--- src/rtl/prog_loader_pkg.sv ---
// Shared types and constants for the serial program loader.
// Latency: n/a (types and constants only).
// Backpressure: n/a.
package prog_loader_pkg;

    // Loader FSM states
    typedef enum logic [2:0] {
        ST_IDLE   = 3'd0,
        ST_LEN_HI = 3'd1,
        ST_LEN_LO = 3'd2,
        ST_DATA   = 3'd3,
        ST_CSUM   = 3'd4,
        ST_DONE   = 3'd5,
        ST_ERR    = 3'd6
    } ld_state_e;

    // Error codes reported on err_code
    typedef enum logic [1:0] {
        LD_ERR_NONE    = 2'b00,
        LD_ERR_LEN     = 2'b01,
        LD_ERR_CSUM    = 2'b10,
        LD_ERR_TIMEOUT = 2'b11
    } ld_err_e;

    localparam int BYTES_PER_WORD = 4;
    localparam int BYTE_CNT_W     = 2;

    // States in which a frame is being received
    function automatic logic is_busy(input ld_state_e s);
        return (s == ST_LEN_HI) || (s == ST_LEN_LO) || (s == ST_DATA) || (s == ST_CSUM);
    endfunction

endpackage

--- src/rtl/prog_loader_asm.sv ---
// Byte-to-word assembler: big-endian shift register, byte-in-word counter, 8-bit running checksum.
// Latency: word_nxt/word_done are combinational on the 4th byte; state updates on the clock edge.
// Backpressure: none; every byte_vld is consumed in the cycle it is presented.
module prog_loader_asm
    import prog_loader_pkg::*;
#(
    parameter int DATA_W = 32
) (
    input  logic              clk,
    input  logic              reset_,
    input  logic              clr,
    input  logic              byte_vld,
    input  logic [7:0]        byte_dat,
    output logic              word_done,
    output logic [DATA_W-1:0] word_nxt,
    output logic [7:0]        csum
);

    // Only the three older bytes need storing; the newest byte arrives on byte_dat.
    logic [DATA_W-9:0]     shift_q, shift_d;
    logic [BYTE_CNT_W-1:0] cnt_q, cnt_d;
    logic [7:0]            csum_q, csum_d;

    assign word_nxt  = {shift_q, byte_dat};
    assign word_done = byte_vld && (cnt_q == BYTE_CNT_W'(BYTES_PER_WORD - 1));
    assign csum      = csum_q;

    // Shift the byte in MSB-first, advance the byte position, accumulate the checksum
    always_comb begin
        shift_d = shift_q;
        cnt_d   = cnt_q;
        csum_d  = csum_q;
        if (clr) begin
            shift_d = '0;
            cnt_d   = '0;
            csum_d  = '0;
        end else if (byte_vld) begin
            shift_d = word_nxt[DATA_W-9:0];
            cnt_d   = cnt_q + BYTE_CNT_W'(1);
            csum_d  = csum_q + byte_dat;
        end
    end

    // Assembler state registers
    always_ff @(posedge clk or negedge reset_) begin
        if (!reset_) begin
            shift_q <= '0;
            cnt_q   <= '0;
            csum_q  <= '0;
        end else begin
            shift_q <= shift_d;
            cnt_q   <= cnt_d;
            csum_q  <= csum_d;
        end
    end

endmodule

--- src/rtl/prog_loader.sv ---
// Serial program loader: 16-bit word-count header, big-endian data words, checksum byte -> instruction memory.
// Latency: mem_we one cycle after the 4th byte of a word; done/err one cycle after the deciding byte.
// Backpressure: none; the byte stream cannot be stalled, a gap of TIMEOUT cycles ends the load with an error.
module prog_loader
    import prog_loader_pkg::*;
#(
    parameter int ADDR_W  = 11,
    parameter int DATA_W  = 32,
    parameter int DEPTH   = 2048,
    parameter int TIMEOUT = 1000000
) (
    input  logic              clk,
    input  logic              reset_,
    input  logic              start,
    input  logic              abort,
    input  logic [7:0]        rx_data,
    input  logic              rx_valid,
    output logic              mem_we,
    output logic [ADDR_W-1:0] mem_addr,
    output logic [DATA_W-1:0] mem_wdata,
    output logic              busy,
    output logic              done,
    output logic              err,
    output logic [1:0]        err_code
);

    localparam int              TMO_W    = $clog2(TIMEOUT + 1);
    localparam logic [TMO_W-1:0] TMO_LAST = TMO_W'(TIMEOUT - 1);
    localparam logic [15:0]     LEN_MAX  = 16'(DEPTH);

    ld_state_e         state_q, state_d;
    logic [7:0]        len_hi_q, len_hi_d;
    logic [15:0]       len_q, len_d;
    logic [ADDR_W-1:0] word_idx_q, word_idx_d;
    logic [TMO_W-1:0]  tmo_q, tmo_d;
    logic              mem_we_q, mem_we_d;
    logic [ADDR_W-1:0] mem_addr_q, mem_addr_d;
    logic [DATA_W-1:0] mem_wdata_q, mem_wdata_d;
    logic              busy_q, busy_d;
    logic              done_q, done_d;
    logic              err_q, err_d;
    ld_err_e           code_q, code_d;

    logic              busy_now;
    logic              can_start;
    logic              asm_clr;
    logic              asm_vld;
    logic              word_done;
    logic [DATA_W-1:0] word_nxt;
    logic [7:0]        csum;
    logic [7:0]        csum_fin;
    logic [15:0]       len_rx;
    logic              last_word;

    assign busy_now  = is_busy(state_q);
    assign can_start = (state_q == ST_IDLE) || (state_q == ST_DONE) || (state_q == ST_ERR);
    // Assembler is cleared whenever a new load begins or a load is abandoned
    assign asm_clr   = abort || (start && can_start);
    assign asm_vld   = !abort && rx_valid && (state_q == ST_DATA);
    assign csum_fin  = csum + rx_data;
    assign len_rx    = {len_hi_q, rx_data};
    assign last_word = (16'(word_idx_q) == (len_q - 16'd1));

    prog_loader_asm #(
        .DATA_W (DATA_W)
    ) u_asm (
        .clk       (clk),
        .reset_    (reset_),
        .clr       (asm_clr),
        .byte_vld  (asm_vld),
        .byte_dat  (rx_data),
        .word_done (word_done),
        .word_nxt  (word_nxt),
        .csum      (csum)
    );

    // Next-state logic: abort first, then frame parsing, then the inter-byte timeout
    always_comb begin
        state_d     = state_q;
        len_hi_d    = len_hi_q;
        len_d       = len_q;
        word_idx_d  = word_idx_q;
        tmo_d       = tmo_q;
        mem_we_d    = 1'b0;
        mem_addr_d  = mem_addr_q;
        mem_wdata_d = mem_wdata_q;
        done_d      = done_q;
        err_d       = err_q;
        code_d      = code_q;

        if (abort) begin
            state_d    = ST_IDLE;
            done_d     = 1'b0;
            err_d      = 1'b0;
            code_d     = LD_ERR_NONE;
            word_idx_d = '0;
            tmo_d      = '0;
        end else begin
            if (busy_now) begin
                tmo_d = rx_valid ? '0 : (tmo_q + TMO_W'(1));
            end

            case (state_q)
                ST_IDLE, ST_DONE, ST_ERR: begin
                    if (start) begin
                        state_d    = ST_LEN_HI;
                        done_d     = 1'b0;
                        err_d      = 1'b0;
                        code_d     = LD_ERR_NONE;
                        word_idx_d = '0;
                        tmo_d      = '0;
                    end
                end
                ST_LEN_HI: begin
                    if (rx_valid) begin
                        len_hi_d = rx_data;
                        state_d  = ST_LEN_LO;
                    end
                end
                ST_LEN_LO: begin
                    if (rx_valid) begin
                        len_d = len_rx;
                        if ((len_rx != 16'd0) && (len_rx <= LEN_MAX)) begin
                            state_d = ST_DATA;
                        end else begin
                            state_d = ST_ERR;
                            err_d   = 1'b1;
                            code_d  = LD_ERR_LEN;
                        end
                    end
                end
                ST_DATA: begin
                    if (word_done) begin
                        mem_we_d    = 1'b1;
                        mem_addr_d  = word_idx_q;
                        mem_wdata_d = word_nxt;
                        if (last_word) begin
                            state_d = ST_CSUM;
                        end else begin
                            word_idx_d = word_idx_q + ADDR_W'(1);
                        end
                    end
                end
                ST_CSUM: begin
                    if (rx_valid) begin
                        if (csum_fin == 8'h00) begin
                            state_d = ST_DONE;
                            done_d  = 1'b1;
                        end else begin
                            state_d = ST_ERR;
                            err_d   = 1'b1;
                            code_d  = LD_ERR_CSUM;
                        end
                    end
                end
                default: begin
                    state_d = ST_IDLE;
                end
            endcase

            // A byte arriving in the expiry cycle keeps the load alive
            if (busy_now && !rx_valid && (tmo_q == TMO_LAST)) begin
                state_d = ST_ERR;
                err_d   = 1'b1;
                code_d  = LD_ERR_TIMEOUT;
            end
        end

        busy_d = is_busy(state_d);
    end

    // FSM, counters and registered outputs
    always_ff @(posedge clk or negedge reset_) begin
        if (!reset_) begin
            state_q     <= ST_IDLE;
            len_hi_q    <= '0;
            len_q       <= '0;
            word_idx_q  <= '0;
            tmo_q       <= '0;
            mem_we_q    <= 1'b0;
            mem_addr_q  <= '0;
            mem_wdata_q <= '0;
            busy_q      <= 1'b0;
            done_q      <= 1'b0;
            err_q       <= 1'b0;
            code_q      <= LD_ERR_NONE;
        end else begin
            state_q     <= state_d;
            len_hi_q    <= len_hi_d;
            len_q       <= len_d;
            word_idx_q  <= word_idx_d;
            tmo_q       <= tmo_d;
            mem_we_q    <= mem_we_d;
            mem_addr_q  <= mem_addr_d;
            mem_wdata_q <= mem_wdata_d;
            busy_q      <= busy_d;
            done_q      <= done_d;
            err_q       <= err_d;
            code_q      <= code_d;
        end
    end

    assign mem_we    = mem_we_q;
    assign mem_addr  = mem_addr_q;
    assign mem_wdata = mem_wdata_q;
    assign busy      = busy_q;
    assign done      = done_q;
    assign err       = err_q;
    assign err_code  = code_q;

endmodule

--- config.mk ---
export PLATFORM = sky130hd
export DESIGN_NAME = prog_loader
export DESIGN_NICKNAME = d
export VERILOG_FILES = /design/src/rtl/prog_loader_pkg.sv /design/src/rtl/prog_loader_asm.sv /design/src/rtl/prog_loader.sv
export SDC_FILE = /design/constraint.sdc
export NUM_CORES = 1
export LEC_CHECK = 0
export ABC_AREA = 1
export CORE_MARGIN = 10
export CORE_UTILIZATION = 55
export DETAILED_ROUTE_END_ITERATION = 12
export HOLD_SLACK_MARGIN = 0.1
export PLACE_DENSITY = 0.76
export SETUP_SLACK_MARGIN = 0.2
export SLEW_MARGIN = 15
export SYNTH_ARGS = -nofsm -noshare
export SYNTH_HDL_FRONTEND = slang
export SYNTH_SLANG_ARGS = --single-unit
--- constraint.sdc ---
create_clock -name clk -period 3.4 [get_ports clk]
set_clock_uncertainty 0.05 [all_clocks]
set_input_delay 0.51 -clock clk [delete_from_list [all_inputs] [get_ports clk]]
set_output_delay 0.51 -clock clk [all_outputs]
set_load 0.02 [all_outputs]
==> impl_metrics.ini, run 1 <==
[worst_setup_path]
end_kind = flop
setup.worst_path.start_class = input pin
cp.arrival_ns = 2.93
worstPathMaxFanout = 3
reg2reg_depth = 13
r2r_slack_ns = 0.87
r2r_start = u_asm.csum[0]$_DFFE_PN0P_
worstPathRequired_ns = 3.67
timing.setup.critical_path_class = input pin to flop
worstReg2RegEnd = busy$_DFF_PN0_

[synth]
synth_fp_nets = 908
yosysUniqueCellTypes = 49
syn_area_per_cell_um2 = 8.07
syn-instance-count = 883
async_flop_share = 1.00
synth_seq_area_share = 0.495
ys.flop_type = dfrtp_1
synth_enable_flop_cells = 0
yosysWarnings = 0
synth_area_um2 = 7120
yosys_register_bits = 141

[finish]
fillerInstances = 1081
fin_nets = 973
design_area_um2 = 8490
layout-drive-gt1-share = 0.0884
num_antenna_cells = 0
syn2layout_area_growth_pct = 19.3

[sta]
final_hold_viol_count = 0
maxSlewHeadroom = 0.566
tns_ns = 0
worst_pin_slew_ns = 0.651
slew_viol_final = 0
setup_viol = 0
fin_crit_ns = 2.67
rsz0062_at_grt = no
setup_ws_ns = 0.733
fmax_ghz = 0.375
fin_crit_sh = 0.784

[clock_tree]
cts_tree = done
clock_path_buffers = 2
cts_buffers = 17
cts_sinks = 141
clk_latency_ns = 0.42
cts.clk_slew.worst_paths_ns = 0.06
cts_root_buffer = clkbuf_16
cts_max_level = 4
post_cts_buffers = 0

[power_and_ir_drop]
p_leak_nw = 3.99
p_per_area_nw_per_um2 = 627
total_power_mw = 5.33
max-vdd-ir-drop_mv = 0.313

[placement]
post-dp-hpwl_um = 11400
gp_congestion = 0.914
io_buffers = 61
dp_slack_ns = 0.299
placedInstanceArea_um2 = 7910

[drt]
drt-total-wl_um = 16000
wl_per_cell_um = 14.1
vias_per_cell = 5.21
postRouteAntennaNets = 0
drtPass1Iterations = 5
drc_errors = 0
dr_total_vias = 5900
drt_iter0_markers = 427

[global_routing]
grt_max_degree = 76
grt_pass1_wl_um = 27700
antenna_found_initial = 0
grt_pass1_vias = 5819
track_usage = 0.186
gr-total-overflow = 0

[floorplanning]
core_um2 = 12700
num_rows = 41
dieWidth_um = 134
io_pins = 62
die_area_um2 = 17900
initial_core_util = 0.562
fp.dieH_um = 134

[min_path]
min-delay-start = mem_wdata[28]$_DFFE_PN0P_
hold_depth = 2
whs_endpoint = mem_wdata[28]$_DFFE_PN0P_
hold_path_class = flop to flop

[status]
status = finished, final reports clean

[run]
cap_violations = 0
## repair_timing
| action | CTS | global route |
|---|---|---|
| hold endpoints to repair | 70 | 0 |
| gates resized for setup | 0 | 0 |
| hold buffers | 1 | 0 |
## cell type report
class | count | area, µm² | area share
multi-input cells | 616 | 3090 | 0.364
well taps | 172 | 215 | 0.0253
clock buffers | 21 | 470 | 0.0554
inverters | 102 | 384 | 0.0452
repair buffers | 70 | 694 | 0.0817
flip-flops and latches | 141 | 3530 | 0.415
clock inverters | 11 | 109 | 0.0128
## kinds of logic (layout without fill, tap and decap cells)
family          after synthesis  in the layout  synth area share
fa+ha+maj                    12             12            0.0221
compound gates              148            148             0.118
simple gates                435            435             0.265
xor+xnor                     19             19            0.0255
mux                           2              2           0.00316
buf+inv                     126            204            0.0706
flops                       141            141             0.495
## placed cells by master, fill, tap and decap left out, drive strengths merged, types with 2 or more instances in the layout
cell type      instances
nor3                   9
a22o                   7
o22ai                  3
nand3                 46
a21oi                 25
a221oi                 2
o31ai                  3
nand3b                 6
nand2                269
buf                    9
ha                    11
mux2                   2
o21ai                 99
nand4                  9
clkinvlp               3
xor2                  15
clkdlybuf4s50         60
dfrtp                141
clkbuf                21
nor2                  90
a211oi                 3
clkinv                 5
nor4                   4
inv                  104
xnor2                  3
## synthesized netlist by cell type (8+ instances only)
cell type    n  share of area
nor2_2       8         0.0070
xor2_1      15          0.018
clkbuf_1    13         0.0069
nand2_2     11         0.0097
nor2_1      79          0.042
inv_1       96          0.051
o21ai_0     95          0.067
ha_1        11          0.019
nor3_1       8         0.0056
dfrtp_1    141           0.50
nand4_1      9         0.0079
nand2_1    255           0.13
a21oi_1     22          0.015
nand3_1     45          0.032
## worst max-delay path: stages
cell and delay (ns):
clkdlybuf4s50_1 0.42, ha_1 0.23, fa_1 0.43, xor2_1 0.20, nor3_1 0.18, nand3_1 0.11
nor2_1 0.21, nand2_1 0.13, a21oi_1 0.14, nand3_1 0.09, nand2_1 0.09, nand3_1 0.08
nand2_1 0.07, inv_1 0.04
## sequential cells by signal (all words and copies together), names as in the netlist, 2 cells and up
signal	flops
mem_wdata	32
u_asm.shift_q	24
tmo_q	20
len_q	16
mem_addr	11
word_idx_q	11
len_hi_q	8
u_asm.csum	8
state_q	3
err_code	2
u_asm.cnt_q	2
## per-layer routing
metal | GRT usage | part of all wire
met2 | 0.310 | 0.48
met1 | 0.231 | 0.46
met4 | 0.0605 | 0.015
met3 | 0.0463 | 0.047
met5 | 0 | 0
## report_power, final
group | internal [mW] | total (mW) | switching, mW
clock | 1.07 | 1.81 | 0.736
combinational | 0.505 | 1.50 | 0.997
sequential | 1.85 | 2.02 | 0.169
total | 3.42 | 5.33 | 1.90
## how the worst max path moves through the flow
stage | startpoint | to | slack, ns | depth (start not counted)
2_1_floorplan | rx_data[0] | busy$_DFF_PN0_ | 1.08 | 13
3_3_place_gp | rx_data[0] | busy$_DFF_PN0_ | 0.34 | 14
3_5_place_dp | rx_data[0] | busy$_DFF_PN0_ | 0.30 | 14
4_1_cts | rx_data[0] | busy$_DFF_PN0_ | 0.74 | 14
5_1_grt | rx_data[0] | busy$_DFF_PN0_ | 0.46 | 14
6_report | rx_data[0] | busy$_DFF_PN0_ | 0.73 | 14
## through the flow
step / utilization / hold slack [ns] / cells
floorplan: - / 0.164 / 883
global placement: 0.624 / 0.403 / 1100
detailed placement: 0.624 / 0.412 / 1100
CTS: 0.670 / 0.419 / 1133
global route: 0.670 / 0.446 / 1133
finish: 0.670 / 0.425 / 1133
(Power assumes the default switching activity.)
==> run 2, diff against run 1 <==
--- a/config.mk
+++ b/config.mk
@@ -7,7 +7,7 @@
 export LEC_CHECK = 0
 export ABC_AREA = 1
 export CORE_MARGIN = 10
-export CORE_UTILIZATION = 55
+export CORE_UTILIZATION = 52
 export DETAILED_ROUTE_END_ITERATION = 12
 export HOLD_SLACK_MARGIN = 0.1
 export PLACE_DENSITY = 0.76
==> constraint.sdc (replaced) <==
create_clock -name clk -period 2.3 [get_ports clk]
set_clock_uncertainty 0.05 [all_clocks]
set_input_delay 0.345 -clock clk [delete_from_list [all_inputs] [get_ports clk]]
set_output_delay 0.345 -clock clk [all_outputs]
set_load 0.02 [all_outputs]
==> impl_metrics.ini, run 2 (same netlist as run 1, synthesis figures left out) <==
[sta]
fin_crit_ns = 2.36
fmax_ghz = 0.423
rsz0062_at_grt = yes
tns_ns = -0.0739
slew_viol_final = 0
final_hold_viol_count = 0
setup_ws_ns = -0.0627
setup_viol = 2
maxSlewHeadroom = 0.671
fin_crit_sh = 1.03
worst_pin_slew_ns = 0.492

[worst_setup_path]
worstReg2RegEnd = busy$_DFF_PN0_
crit_start = u_asm.csum[0]$_DFFE_PN0P_
r2r_start = u_asm.csum[0]$_DFFE_PN0P_
timing.setup.critical_path_class = flop to flop
cp.arrival_ns = 2.63
worstPathRequired_ns = 2.57
worstPathMaxFanout = 3
r2r_slack_ns = -0.06
reg2reg_depth = 13
setup.worst_path.start_class = flop
endpoint = busy$_DFF_PN0_
end_kind = flop

[drt]
drtPass1Iterations = 5
postRouteAntennaNets = 0
vias_per_cell = 5.28
drc_errors = 0
drt_iter0_markers = 561
dr_total_vias = 6317
drt-total-wl_um = 18100
wl_per_cell_um = 15.1

[floorplanning]
core_um2 = 13300
die_area_um2 = 18800
num_rows = 42
dieWidth_um = 137
initial_core_util = 0.534
fp.dieH_um = 137
io_pins = 62

[finish]
multi_input_area_um2 = 3380
num_antenna_cells = 0
largest_reg_flops = 32
final_common_cell = nand2_1
fin_nets = 1032
layout.area.seq_um2 = 3530
fillerInstances = 1035
final_cell_mix = 246 x nand2_1, 140 x dfrtp_1, 95 x o21ai_0
syn2layout_area_growth_pct = 30.4
layout-drive-gt1-share = 0.181

[clock_tree]
cts_sinks = 141
cts_buffers = 17
cts_tree = done
clk_latency_ns = 0.43
clock_path_buffers = 2
cts.clk_slew.worst_paths_ns = 0.06
cts_root_buffer = clkbuf_16
cts_max_level = 4

[global_routing]
track_usage = 0.195
grt_max_degree = 76
grt_pass1_vias = 6157
grt_pass1_wl_um = 29300
gr-total-overflow = 0
antenna_found_initial = 0

[power_and_ir_drop]
max-vdd-ir-drop_mv = 0.436
total_power_mw = 8.85
p_per_area_nw_per_um2 = 953
p_leak_nw = 4.39

[placement]
io_buffers = 61
post-dp-hpwl_um = 12200
gp_congestion = 0.912

[min_path]
hold_path_class = input pin to asynchronous set/reset pin

[status]
status = finished, violations left
failed_checks = setup timing

[run]
cap_violations = 0
==> run 2: cell types whose count changed in the layout (fill, tap and decap cells not counted), sizes merged <==
| cell | change |
|---|---|
| buf | +56 |
| bufinv | +2 |
| clkbuf | -3 |
| clkinv | +2 |
| clkinvlp | -3 |
| inv | +2 |
| nand2 | +3 |
==> run 2: cell type report <==
class | instances | share of cell area
multi-input combinational | 619 | 0.364
tap | 176 | 0.0237
clock buffer | 18 | 0.0462
clock inverter | 14 | 0.0195
timing repair buffer | 126 | 0.125
sequential | 141 | 0.380
inverter | 102 | 0.0414
==> run 2: worst min-delay path by stage <==
stage | from | endpoint | slack [ns] | cells past startpoint
after global placement | reset_ | mem_wdata[29]$_DFFE_PN0P_ | 0.24 | 1
after floorplan | reset_ | busy$_DFF_PN0_ | -0.0006 | 0
after CTS | reset_ | mem_wdata[29]$_DFFE_PN0P_ | 0.35 | 2
after detailed placement | reset_ | mem_wdata[29]$_DFFE_PN0P_ | 0.23 | 1
after global routing | reset_ | mem_wdata[29]$_DFFE_PN0P_ | 0.40 | 2
final | reset_ | mem_wdata[29]$_DFFE_PN0P_ | 0.35 | 2
==> run 2: per-layer routing <==
| metal | vias to the layer above | routed length (µm) | global-route usage |
|---|---|---|---|
| li1 | 3090 | - | - |
| met2 | 195 | 8940 | 0.324 |
| met3 | 40 | 1050 | 0.0455 |
| met1 | 2992 | 7620 | 0.238 |
| met4 | 0 | 478 | 0.0790 |
| met5 | - | 0 | 0 |
==> run 2: timing repair <==
action,4_1_cts,5_1_grt
hold endpoints to repair,40,0
setup buffers,6,5
hold buffers,1,0
pin swaps,14,44
resized for setup,20,42
gates cloned,2,1
endpoints found under the setup margin,22,22
==> run 2: power by group <==
part	total [mW]	leakage (nW)	switching (mW)	internal, mW
clock network	2.86	0.302	1.13	1.73
registers	3.00	1.93	0.268	2.73
logic	3.00	2.16	1.83	1.17
==> run 2: worst max-delay path, cell delays in order, from the launching register on <==
cell and delay (ns):
dfrtp_1 0.38, ha_2 0.20, fa_2 0.39, xor2_2 0.21, nor3_2 0.11, nand3_1 0.12
nor2_2 0.16, nand2_2 0.10, a21oi_2 0.14, nand3_1 0.10, nand2_2 0.11, nand3_1 0.07
nand2_1 0.07, inv_1 0.04
==> run 2: through the flow <==
step	hold slack, ns	cell area (µm²)	setup WS, ns	cells	utilization
floorplan	-0.000591	7120	0.212	883	-
global placement	0.236	8280	-0.505	1149	0.620
detailed placement	0.233	8280	-0.545	1149	0.620
CTS	0.355	9030	-0.0551	1190	0.677
global route	0.401	9290	-0.144	1196	0.696
finish	0.346	9290	-0.0627	1196	0.696
